--- config.mk ---
export PLATFORM = sky130hd
export DESIGN_NAME = matrix_key_scan
export DESIGN_NICKNAME = d
export VERILOG_FILES = /design/src/rtl/matrix_key_scan.sv
export SDC_FILE = /design/constraint.sdc
export NUM_CORES = 1
export LEC_CHECK = 0
export CAP_MARGIN = 5
export CORE_UTILIZATION = 60
export CTS_BUF_LIST = sky130_fd_sc_hd__clkbuf_4
export DETAILED_ROUTE_END_ITERATION = 8
export GPL_TIMING_DRIVEN = 0
export PLACE_DENSITY_LB_ADDON = 0.25
export SETUP_SLACK_MARGIN = 0.2
export SYNTH_ARGS = -nofsm -noshare
export SYNTH_HDL_FRONTEND = slang
export SYNTH_SLANG_ARGS = --single-unit
--- constraint.sdc ---
create_clock -name clk -period 3.2 [get_ports clk]
set_clock_uncertainty 0.2 [all_clocks]
set_input_delay 0.96 -clock clk [delete_from_list [all_inputs] [get_ports clk]]
set_output_delay 0.96 -clock clk [all_outputs]
set_load 0.05 [all_outputs]
--- src/rtl/matrix_key_scan.sv ---
// matrix_key_scan: 4x4 active-low keypad scanner with press/release debounce.
// Emits one key_code strobe per debounced press, holds key_held until release.
module matrix_key_scan #(
    parameter logic [19:0] DEB_CYCLES = 20'd500000,
    parameter logic [7:0]  SETTLE     = 8'd64
) (
    input  logic       clk,
    input  logic       rst_n,
    input  logic [3:0] key_row,
    output logic [3:0] key_col,
    output logic       key_valid,
    output logic [3:0] key_code,
    output logic       key_held
);

    typedef enum logic [2:0] {
        IDLE,
        PRESS_DEB,
        SCAN,
        REPORT,
        REL_DEB
    } state_t;

    state_t      state;
    logic [3:0]  row_m;
    logic [3:0]  row_s;
    logic [19:0] cnt;
    logic [1:0]  col_idx;
    logic [1:0]  low_row;
    logic        any_low;
    logic [19:0] deb_last;
    logic [19:0] settle_last;

    assign deb_last    = DEB_CYCLES - 20'd1;
    assign settle_last = {12'd0, SETTLE} - 20'd1;
    assign any_low     = (row_s != 4'hF);

    // Two-flop synchronizer; idles at "no key" so reset cannot fake a press
    always_ff @(posedge clk or negedge rst_n) begin
        if (!rst_n) begin
            row_m <= 4'hF;
            row_s <= 4'hF;
        end else begin
            row_m <= key_row;
            row_s <= row_m;
        end
    end

    // Lowest-index row that is pulled low wins within a column
    always_comb begin
        low_row = 2'd3;
        if (!row_s[0])      low_row = 2'd0;
        else if (!row_s[1]) low_row = 2'd1;
        else if (!row_s[2]) low_row = 2'd2;
    end

    // Scan/debounce controller with registered outputs
    always_ff @(posedge clk or negedge rst_n) begin
        if (!rst_n) begin
            state     <= IDLE;
            cnt       <= 20'd0;
            col_idx   <= 2'd0;
            key_col   <= 4'b0000;
            key_valid <= 1'b0;
            key_code  <= 4'h0;
            key_held  <= 1'b0;
        end else begin
            key_valid <= 1'b0;
            case (state)
                IDLE: begin
                    key_col <= 4'b0000;
                    if (any_low) begin
                        state <= PRESS_DEB;
                        cnt   <= 20'd0;
                    end
                end
                PRESS_DEB: begin
                    if (!any_low) begin
                        state <= IDLE;
                        cnt   <= 20'd0;
                    end else if (cnt == deb_last) begin
                        state   <= SCAN;
                        cnt     <= 20'd0;
                        col_idx <= 2'd0;
                        key_col <= 4'b1110;
                    end else begin
                        cnt <= cnt + 20'd1;
                    end
                end
                SCAN: begin
                    if (cnt == settle_last) begin
                        cnt <= 20'd0;
                        if (any_low) begin
                            state     <= REPORT;
                            key_valid <= 1'b1;
                            key_code  <= {low_row, col_idx};
                            key_held  <= 1'b1;
                            key_col   <= 4'b0000;
                        end else if (col_idx == 2'd3) begin
                            state   <= IDLE;
                            key_col <= 4'b0000;
                        end else begin
                            col_idx <= col_idx + 2'd1;
                            key_col <= ~(4'b0001 << (col_idx + 2'd1));
                        end
                    end else begin
                        cnt <= cnt + 20'd1;
                    end
                end
                REPORT: begin
                    state <= REL_DEB;
                    cnt   <= 20'd0;
                end
                REL_DEB: begin
                    if (any_low) begin
                        cnt <= 20'd0;
                    end else if (cnt == deb_last) begin
                        state    <= IDLE;
                        cnt      <= 20'd0;
                        key_held <= 1'b0;
                    end else begin
                        cnt <= cnt + 20'd1;
                    end
                end
                default: begin
                    state   <= IDLE;
                    cnt     <= 20'd0;
                    key_col <= 4'b0000;
                end
            endcase
        end
    end

endmodule
======== After elaboration in Yosys (flattened, before gate mapping) ========
Cells that the tools add are included.
cells by class
  add/subtract/negate cells ............... 2
  eq/ne operators ......................... 19
  shift operators ......................... 1
  multiplexer cells ....................... 38
  bitwise gates (word level) .............. 2
  reduce and logical (&&, ||, !) cells .... 9
operators by type and width
  cell                                             count
  two-way mux 20 bit                               5
  case mux 20 bit (4 select lines)                 1
  two-way mux 3 bit                                8
  adder 20 x 1 -> 20 bit, second input constant    1
  == test 20 x 19 -> 1 bit, second input constant  1
  == test 20 x 6 -> 1 bit, second input constant   1
  two-way mux 4 bit                                5
  inequality test 2 bit, second input constant     9
  case mux 3 bit (5 select lines)                  1
  two-way mux 2 bit                                7
  case mux 4 bit (3 select lines)                  1
  AND reduction 6 bit                              2
  two-way mux 1 bit                                8
  == test 3 x 2 -> 1 bit, second input constant    2
  inequality test 3 bit, second input constant     2
  AND reduction 5 bit                              1
  inequality test 4 bit, second input constant     1
  inverter 4 bit                                   1
  case mux 2 bit (2 select lines)                  1
  AND reduction 4 bit                              1
  nonzero test 2 bit                               2
  left shift 1 x 2 -> 4 bit, first input constant  1
  == test 3 x 1 -> 1 bit, second input constant    1
  == test 3 bit, second input constant             1
  7 further kinds                                  7
storage, ports and cells
  register bits ........................... 43
  bits of input ports ..................... 6

======== Logic depth before layout (Yosys ltp) ========
  word-level depth ........................ 7
  mapped depth ............................ 8
  gate-level depth less buffers ........... 6

======== Worst setup path before layout ========
No wires, ideal clock.
  path kind ............................... register to register
  start ................................... register cnt[0]
  end ..................................... register key_col[0]
  data arrival time ....................... 1976 ps
  data required time ...................... 2875 ps
  path slack .............................. 899 ps
  cell stages (with the launch flop) ...... 8
  buffers on the path ..................... 1
  cell sequence ........................... dfrtp_1 ha_1 nand4_1 or2_1 o31a_1 buf_6 a211oi_4 mux2_2
on the way
  longest elaborated chain between the ends .. 3
RTL lines
  item                                                                 line    source
  start, declared                                                      27      logic [19:0] cnt;
  start signal, assigned                                               87      cnt <= cnt + 20'd1;
  start signal, assigned                                               107     cnt <= cnt + 20'd1;
  start signal, assigned                                               122     cnt <= cnt + 20'd1;
  == test 20 x 6 -> 1 bit or == test 20 x 19 -> 1 bit (tied branches)  91, 81
  inequality test 2 bit (no line)                                      n/a
  AND reduction 4 bit (no line) (*)                                    n/a
  end signal, assigned                                                 104     key_col <= ~(4'b0001 << (col_idx + 2'd1));
  end, declared                                                        10      output logic [3:0] key_col,
Every way passes the cells marked *; elsewhere a longest branch is shown, timed or not.
A chain may end at the register's enable or synchronous reset.

======== Worst setup path in the final report ========
  start ................................... register key_held
  end ..................................... output key_held
RTL lines
  item                    line  source
  start, declared         13    output logic key_held
  start signal, assigned  66    key_held <= 1'b0;
  start signal, assigned  97    key_held <= 1'b1;
  start signal, assigned  120   key_held <= 1'b0;
No word-level cell between the ends.

==> results.txt <==
Largest net degree at the start of global routing = 27
Startpoint Class = flop
Fmax = 371 MHz
Setup Viol. Count Final = 0
Vias in the first global route = 1701
Drt drc = 0
Synth top area cells = dfrtp_1 (39%), dfstp_2 (9.4%), nand2_1 (5.0%)
DRT Pass-1 Iters = 4
Final worst path period share = 84.3%
Total power = 1.19 mW
Most common cell in the synthesized netlist = dfrtp_1
Slew Viols, Final = 0
Area of the core = 3470 sq um
Pleak = 1.04 nW
Register area share after synthesis = 48.4%
CP arrival = 1.54 ns
Status = complete, no violations
Largest area contributor in the netlist = dfrtp_1
Routed wire length = 4430 microns
Clock sinks = 43
Total track usage = 24.9%
Cell family with most CP delay = buffers and inverters
Clock latency on the worst-skew pair = 0.36 ns
# H-tree levels = 2
Worst path cell trace = clkdlybuf4s50_1
Number of max-cap violations = 0
Pwr dens = 461 nW/um^2
Synth Net Count = 236
Placed inst area = 2470 sq um
Synthesis-stage register bit count = 43
Multi-input logic area = 1090 sq um
FFs w/ async S/R, synth = 100%
CP max-delay cell = clkdlybuf4s50_1
Reg area = 1090 sq um
Root Buffer = clkbuf_4
Post-CTS setup buffer count = 0
Initial antenna violation count = 0
FP Rows = 21
Total inserted antenna cells = 0
Relative slew slack = 52.7%
Gate Count Post-Synth = 225
Synth cell count leaders = dfrtp_1 (35), nand2_1 (30), nor2_1 (14), a21oi_1 (11), o21ai_0 (11)
CTS Buf Count = 5
Global-route wire length before repair = 7670 microns
Met3 usage = 3.80%
Avg WL per Cell = 15.0 microns
I/O pins = 16
Final Core Density = 74.1%
Worst Setup Path Type = reg -> out
CTS tree = done
Syn Area/Cell = 9.97 sq um
Final Hold Viols = 0
Finished Cell Area = 2570 sq um
Met2 usage = 40.5%
Worst slew pin tran = 0.706 ns
CTS Hold Bufs = 0
Critical path capture point type = output port
Area grow syn2layout = 14.6%
Min-delay worst type = reg -> reg
Met1 Use GR = 32.5%
Die Y = 63.1 microns
Layout filler cell count = 258
Crit-path max cell delay = 0.80 ns
Overflow left after global routing = 0
Port Buffer Count = 15
EDFF count, synth = 0
Top cell type's share of synthesized area = 39.0%
RSZ-0062 raised after global routing = false
Via count = 1783
Maximum vdd drop = 0.000430 V
Mapped Area = 2240 sq um
Critical path buffers and inverters = 1
Placed wire-length estimate = 3100 microns
Routed Antenna Nets = 0
CP Max Fanout = 2
Setup total negative slack = 0 ns
NumNets Final = 259
Ys flop type = dfrtp_1
Busiest grt layer = met2
Yosys cell types = 51
Vias per cell = 6.04
Worst Path Required = 2.04 ns
WHS = 0.164 ns
Share of cells above drive strength 1 = 13.3%
# resized after CTS = 0
Post-layout minimum cycle time = 2.70 ns
Clock tree buffer depth = 2
Final GP Congestion = 0.814
Die area = 3990 sq um
Die Width = 63.1 microns
Clk slew on worst S/H paths = 0.13 ns
Warnings from Yosys = 0
Initial Util = 64.7%
1st-iter DRT viols = 114
-- placed cells by master (no fill, tap or decap), drive strengths merged, types with 2 or more instances in the layout --
cell / synthesis / final
o22a: 3 / 3
and2: 4 / 4
and4: 2 / 2
ha: 5 / 5
nor2b: 4 / 4
xnor2: 6 / 6
clkdlybuf4s50: 0 / 14
dfstp: 8 / 8
mux2: 4 / 4
clkbuf: 6 / 11
nor3: 6 / 6
nand4: 7 / 7
nand3: 7 / 7
or3: 5 / 5
a211oi: 3 / 3
o211ai: 6 / 6
inv: 7 / 7
buf: 2 / 4
xor2: 4 / 4
nand2: 31 / 31
a31oi: 2 / 2
nor4: 11 / 11
dfrtp: 35 / 35
o21ai: 12 / 12
o22ai: 2 / 2
a21oi: 11 / 11
o31a: 2 / 2
and3: 2 / 2
nor2: 14 / 14
bufinv: 0 / 2
-- worst paths after layout --
path | start | end | slack (ns) | depth (start not counted)
worst max-delay path | key_held$_DFFE_PN0P_ | key_held | 0.50 | 1
worst min-delay path | row_m[3]$_DFF_PN1_ | row_s[3]$_DFF_PN1_ | 0.16 | 0
worst max register to register | cnt[0]$_DFFE_PN0P_ | cnt[18]$_DFFE_PN0P_ | 0.53 | 6
worst min register to register | row_m[3]$_DFF_PN1_ | row_s[3]$_DFF_PN1_ | 0.16 | 0
max in group asynchronous | rst_n | row_m[2]$_DFF_PN1_ | 1.93 | 2
min in group asynchronous | rst_n | key_col[3]$_DFFE_PN0P_ | 0.31 | 1
-- through the flow --
step                cells  setup WS (ns)
detailed placement    287          0.592
global route          295          0.360
global placement      286        -0.0965
CTS                   295          0.492
floorplan             225          0.899
finish                295          0.504
-- registers in the layout, indices dropped and copies added, names as in the netlist --
signal     cells
key_col        4
key_code       4
row_s          4
cnt           20
state          3
row_m          4
key_valid      1
col_idx        2
key_held       1
-- area by class of cell --
| type | instances | area share, % |
|---|---|---|
| Buffer | 8 | 1.51 |
| Clock buffer | 5 | 1.46 |
| Clock inverter | 3 | 2.63 |
| Inverter | 7 | 1.02 |
| Multi-Input combinational cell | 167 | 42.5 |
| Sequential cell | 43 | 42.2 |
| Tap cell | 46 | 2.24 |
| Timing Repair Buffer | 16 | 6.42 |
-- cells by family (layout without fill, tap and decap cells) --
logic type / count (synthesis) / in the layout / share of synthesized area (%)
fa+ha+maj: 5 / 5 / 2.79
flops: 43 / 43 / 48.4
xor+xnor: 10 / 10 / 3.90
compound gates: 47 / 47 / 14.4
mux: 5 / 5 / 2.45
buf+inv: 15 / 39 / 2.90
simple gates: 100 / 100 / 25.1
-- power breakdown --
part	internal [mW]	switching [mW]
sequential	0.586	0.0402
clock	0.243	0.179
combinational	0.0570	0.0808
total	0.886	0.300
-- routing by layer --
| layer | part of all wire [%] | wire, microns |
|---|---|---|
| met5 | 0 | 0 |
| met4 | 2.0 | 87 |
| met3 | 4.5 | 197 |
| met2 | 49 | 2170 |
| met1 | 44 | 1970 |
No activity file was read; power rests on OpenSTA's default activity.
==> edit 1, RTL diff (same flow settings) <==
Register the input `key_row` before use. The logic sees it one clock later.
--- a/src/rtl/matrix_key_scan.sv
+++ b/src/rtl/matrix_key_scan.sv
@@ -21,6 +21,12 @@
         REL_DEB
     } state_t;
 
+    logic [3:0] key_row_q;
+
+    always_ff @(posedge clk) begin
+        key_row_q <= key_row;
+    end
+
     state_t      state;
     logic [3:0]  row_m;
     logic [3:0]  row_s;
@@ -41,7 +47,7 @@
             row_m <= 4'hF;
             row_s <= 4'hF;
         end else begin
-            row_m <= key_row;
+            row_m <= key_row_q;
             row_s <= row_m;
         end
     end
Behaviour: same outputs for any inputs over 10 cycles, from zero or initial values and one cycle with rst_n low; that may be too few to reach the edited logic, so the function may still have changed.
==> edit 1 against the unedited design <==
Critical path type unchanged; synthesized cell count grew 1.8%; routed wire length increased by 12%; setup slack worse by 52 ps; area after synthesis is 9.1% higher; global-route usage is 2.3 points higher; sequential cell count increased by 4; total power grew 4.5%; design area up 7.2%; sequential share of layout area increased by 0.068 points; combinational power is 24% higher; highest routed layer unchanged; clock power fell by 11%; first-iteration DRC count grew 45%.
==> edit 1: results (changes against the unedited design) <==
clock_latency_ps: 380  # +20 ps
dp_cells: 293  # +2.1%
r2r_slack_ps: 660  # +130 ps
syn_area_per_cell_um2: 10.7  # +7.2%
synthMuxAreaShare: 0.0184  # -0.00614
seq_area_frac_synth: 0.476  # -0.00787
synthTopCellsByCount: "35 x dfrtp_1, 18 x nor2_1, 13 x nand3_1"
ys_types: 62  # +22%
buffers: 28  # +17%
critPathArrivalTime_ps: 1590  # +50 ps
drive_gt1_frac: 0.190  # +0.0572
grtUsageMet2: 0.436  # +0.0317
share_seq_of_total_power: 0.560  # +0.032
syn_to_final_growth_pct: 12.6
drt_wl_total_um: 4940  # +12%
viasPerCell: 6.25  # +3.4%
synth_area_leaders: "dfrtp_1 36%, dfstp_2 8.6%, dfxtp_1 3.3%, nor2_1 2.8%, nand3_1 2.7%"
seq_cell_count: 47  # +9.3%
cp_max_fo: 3  # +1
pg_clk_mw: 0.375  # -11%
inverters: 10  # +3
seq_area_mm2: 0.00117  # +7.4%
fillCellCount: 279  # +8.1%
status: "completed"
tightest_slew_ps: 824  # +118 ps
dr_wl_met3_um: 231  # +17%
grt_max_degree: 34  # +26%
grtUsageMet1: 0.353  # +0.0287
track_usage: 0.272  # +0.0227
rows: 22  # +4.8%
p_leak_nw: 1.11  # +6.7%
first_global_vias: 1884  # +11%
edit 1: changes by cell type in the layout (fill, tap and decap cells not counted), sizes merged, moves of 5 or more:
cell and change:
a21oi -8, buf +6, inv +5, nand2 -21
nand3 +7, nor3 +6, o211ai -6, o31ai +6
edit 1: final timing paths:
check                             start    endpoint
min in group asynchronous         rst_n  key_col[3]
hold reg to reg            key_row_q[3]    row_m[3]
hold / removal             key_row_q[3]    row_m[3]
setup reg to reg               state[1]      cnt[4]
setup / recovery               key_held    key_held
max in group asynchronous         rst_n    row_s[3]
edit 1: logic make-up (layout without fill, tap and decap cells):
logic type,count (synthesis),in the layout
xor+xnor,9,9
mux,4,4
simple gates,93,93
fa+ha+maj,4,4
buf+inv,22,46
flops,47,47
compound gates,50,50
edit 1: metrics by stage:
| step | util | power [mW] |
|---|---|---|
| finish | 0.726 | 1.24 |
| CTS | 0.726 | 1.25 |
| floorplan | - | 0.815 |
| global route | 0.726 | 1.29 |
| detailed placement | 0.704 | 0.877 |
| global placement | 0.700 | 0.865 |
==> edit 2, RTL diff (same flow settings) <==
Made on the original files. Change the parameter `DEB_CYCLES` from 20'd500000 to 20'd262144.
--- a/src/rtl/matrix_key_scan.sv
+++ b/src/rtl/matrix_key_scan.sv
@@ -1,7 +1,7 @@
 // matrix_key_scan: 4x4 active-low keypad scanner with press/release debounce.
 // Emits one key_code strobe per debounced press, holds key_held until release.
 module matrix_key_scan #(
-    parameter logic [19:0] DEB_CYCLES = 20'd500000,
+    parameter logic [19:0] DEB_CYCLES = 20'd262144,
     parameter logic [7:0]  SETTLE     = 8'd64
 ) (
     input  logic       clk,
Behaviour: same outputs for any inputs over 10 cycles, from zero or initial values and one cycle with rst_n low; that may be too few to reach the edited logic, so the function may still have changed.
==> edit 2 against the unedited design <==
Register-to-register slack improved by 20 ps; total power down 12%; synthesized cell count is 4.0% lower; design area shrank 2.9%; non-clock buffer count is 2 higher; routed wire length down 4.6%; setup slack lost 1.6 ps; area after synthesis decreased by 1.2%; sequential cell count is the same.
==> edit 2: results (changes against the unedited design) <==
ys_types: 52  # +2.0%
track_usage: 0.248  # -0.00120
synth-xor-area-share: 0.0119  # -0.0272
vdd.ir_drop.worst_v: 0.000362  # -16%
gp_congestion: 0.866  # +6.3%
first_global_vias: 1592  # -6.4%
drive_gt1_frac: 0.158  # +0.0258
hold_path_end: "row_s[2]"
dr.first_iter.drc_count: 94  # -18%
r2r_end: "cnt[19]"
finalNetCount: 250  # -3.5%
timing.rr.start: "row_s[0]"
status: "completed"
num_vias: 1751  # -1.8%
dp_hpwl_um: 3110  # +0.41%
clk_pin_slew_ps: 130  # about the same
synthMuxAreaShare: 0.0198  # -0.00479
synth_fa_ha_area_frac: 0.0282  # +0.000330
grt_max_degree: 29  # +7.4%
path_delay_family: "buffers and inverters"
synth_area_leaders: "dfrtp_1 40%, dfstp_2 9.5%, nand2_1 4.1%, o31ai_1 4.1%, o21ai_0 3.2%"
seq_area_frac_synth: 0.490  # +0.00574
clock_latency_ps: 360  # about the same
pre_cts_slack_ps: 594  # +1.75 ps
cpMaxStageDelayCell: "clkdlybuf4s50_1"
slew_headroom: 0.356  # -0.170
rr_worst_depth: 5  # -1
r2r_slack_ps: 550  # +20 ps
hp-start: "row_m[2]"
dpl-instance-area_mm2: 0.00244  # -1.1%
synth_compound_area_frac: 0.183  # +0.0384
p_leak_nw: 1.06  # +1.3%
grt_first_pass_wirelength_um: 7450  # -3.0%
synth_nets: 227  # -3.8%
synthTopCellsByCount: "35 x dfrtp_1, 24 x nand2_1, 14 x o21ai_0"
fillCellCount: 271  # +5.0%
drt_wl_total_um: 4220  # -4.6%
## edit 2: worst max path at each step
stage,start,to,slack (ps),cells after the start
finish,key_code[3],key_code[3],500,1
global route,row_s[0],cnt[19],330,5
CTS,key_code[1],key_code[1],500,1
detailed placement,row_s[0],cnt[19],590,5
global placement,rst_n,cnt[2],-80,1
floorplan,cnt[0],key_col[0],920,8
## edit 2: worst register-to-register path, stage by stage (launching register included)
cell and delay (ps):
dfstp_2 580, nand4_1 340, nor4_1 850, buf_2 380, o211ai_1 130, o31ai_1 80
## edit 2: logic make-up after synthesis
group | after synthesis
multiplexers | 4
buffers and inverters | 14
AND/OR/NAND/NOR | 90
flip-flops | 43
XOR/XNOR | 3
AO/OA/AOI/OAI | 57
adder cells (fa/ha/maj) | 5
## edit 2: cell type report
type,instances,area [µm²],share of cell area
Clock inverter,3,20.0,0.00802
Tap cell,46,57.6,0.0230
Timing Repair Buffer,16,165,0.0661
Multi-Input combinational cell,159,1050,0.422
Buffer,10,61.3,0.0245
Inverter,4,15.0,0.00601
Sequential cell,43,1090,0.435
Clock buffer,5,37.5,0.0150
## edit 2: where the power goes
part           leakage, nW  switching [mW]  internal, mW
Clock               0.0288           0.180        0.0843
Sequential           0.555          0.0431         0.591
Combinational        0.472          0.0831        0.0658
Total                 1.06           0.307         0.742
## edit 2: per-layer routing
metal	vias to the layer above	routed length (µm)	part of all wire	GRT usage
li1	852	-	-	-
met1	837	2030	0.48	0.363
met2	55	1880	0.44	0.371
met3	7	255	0.060	0.0547
met4	0	57	0.013	0.0698
met5	-	0	0	0
## edit 2: stage by stage
stage	std cells	hold slack, ps
2_1_floorplan	216	145
3_3_place_gp	277	146
3_5_place_dp	278	147
4_1_cts	286	165
5_1_grt	286	169
6_report	286	165
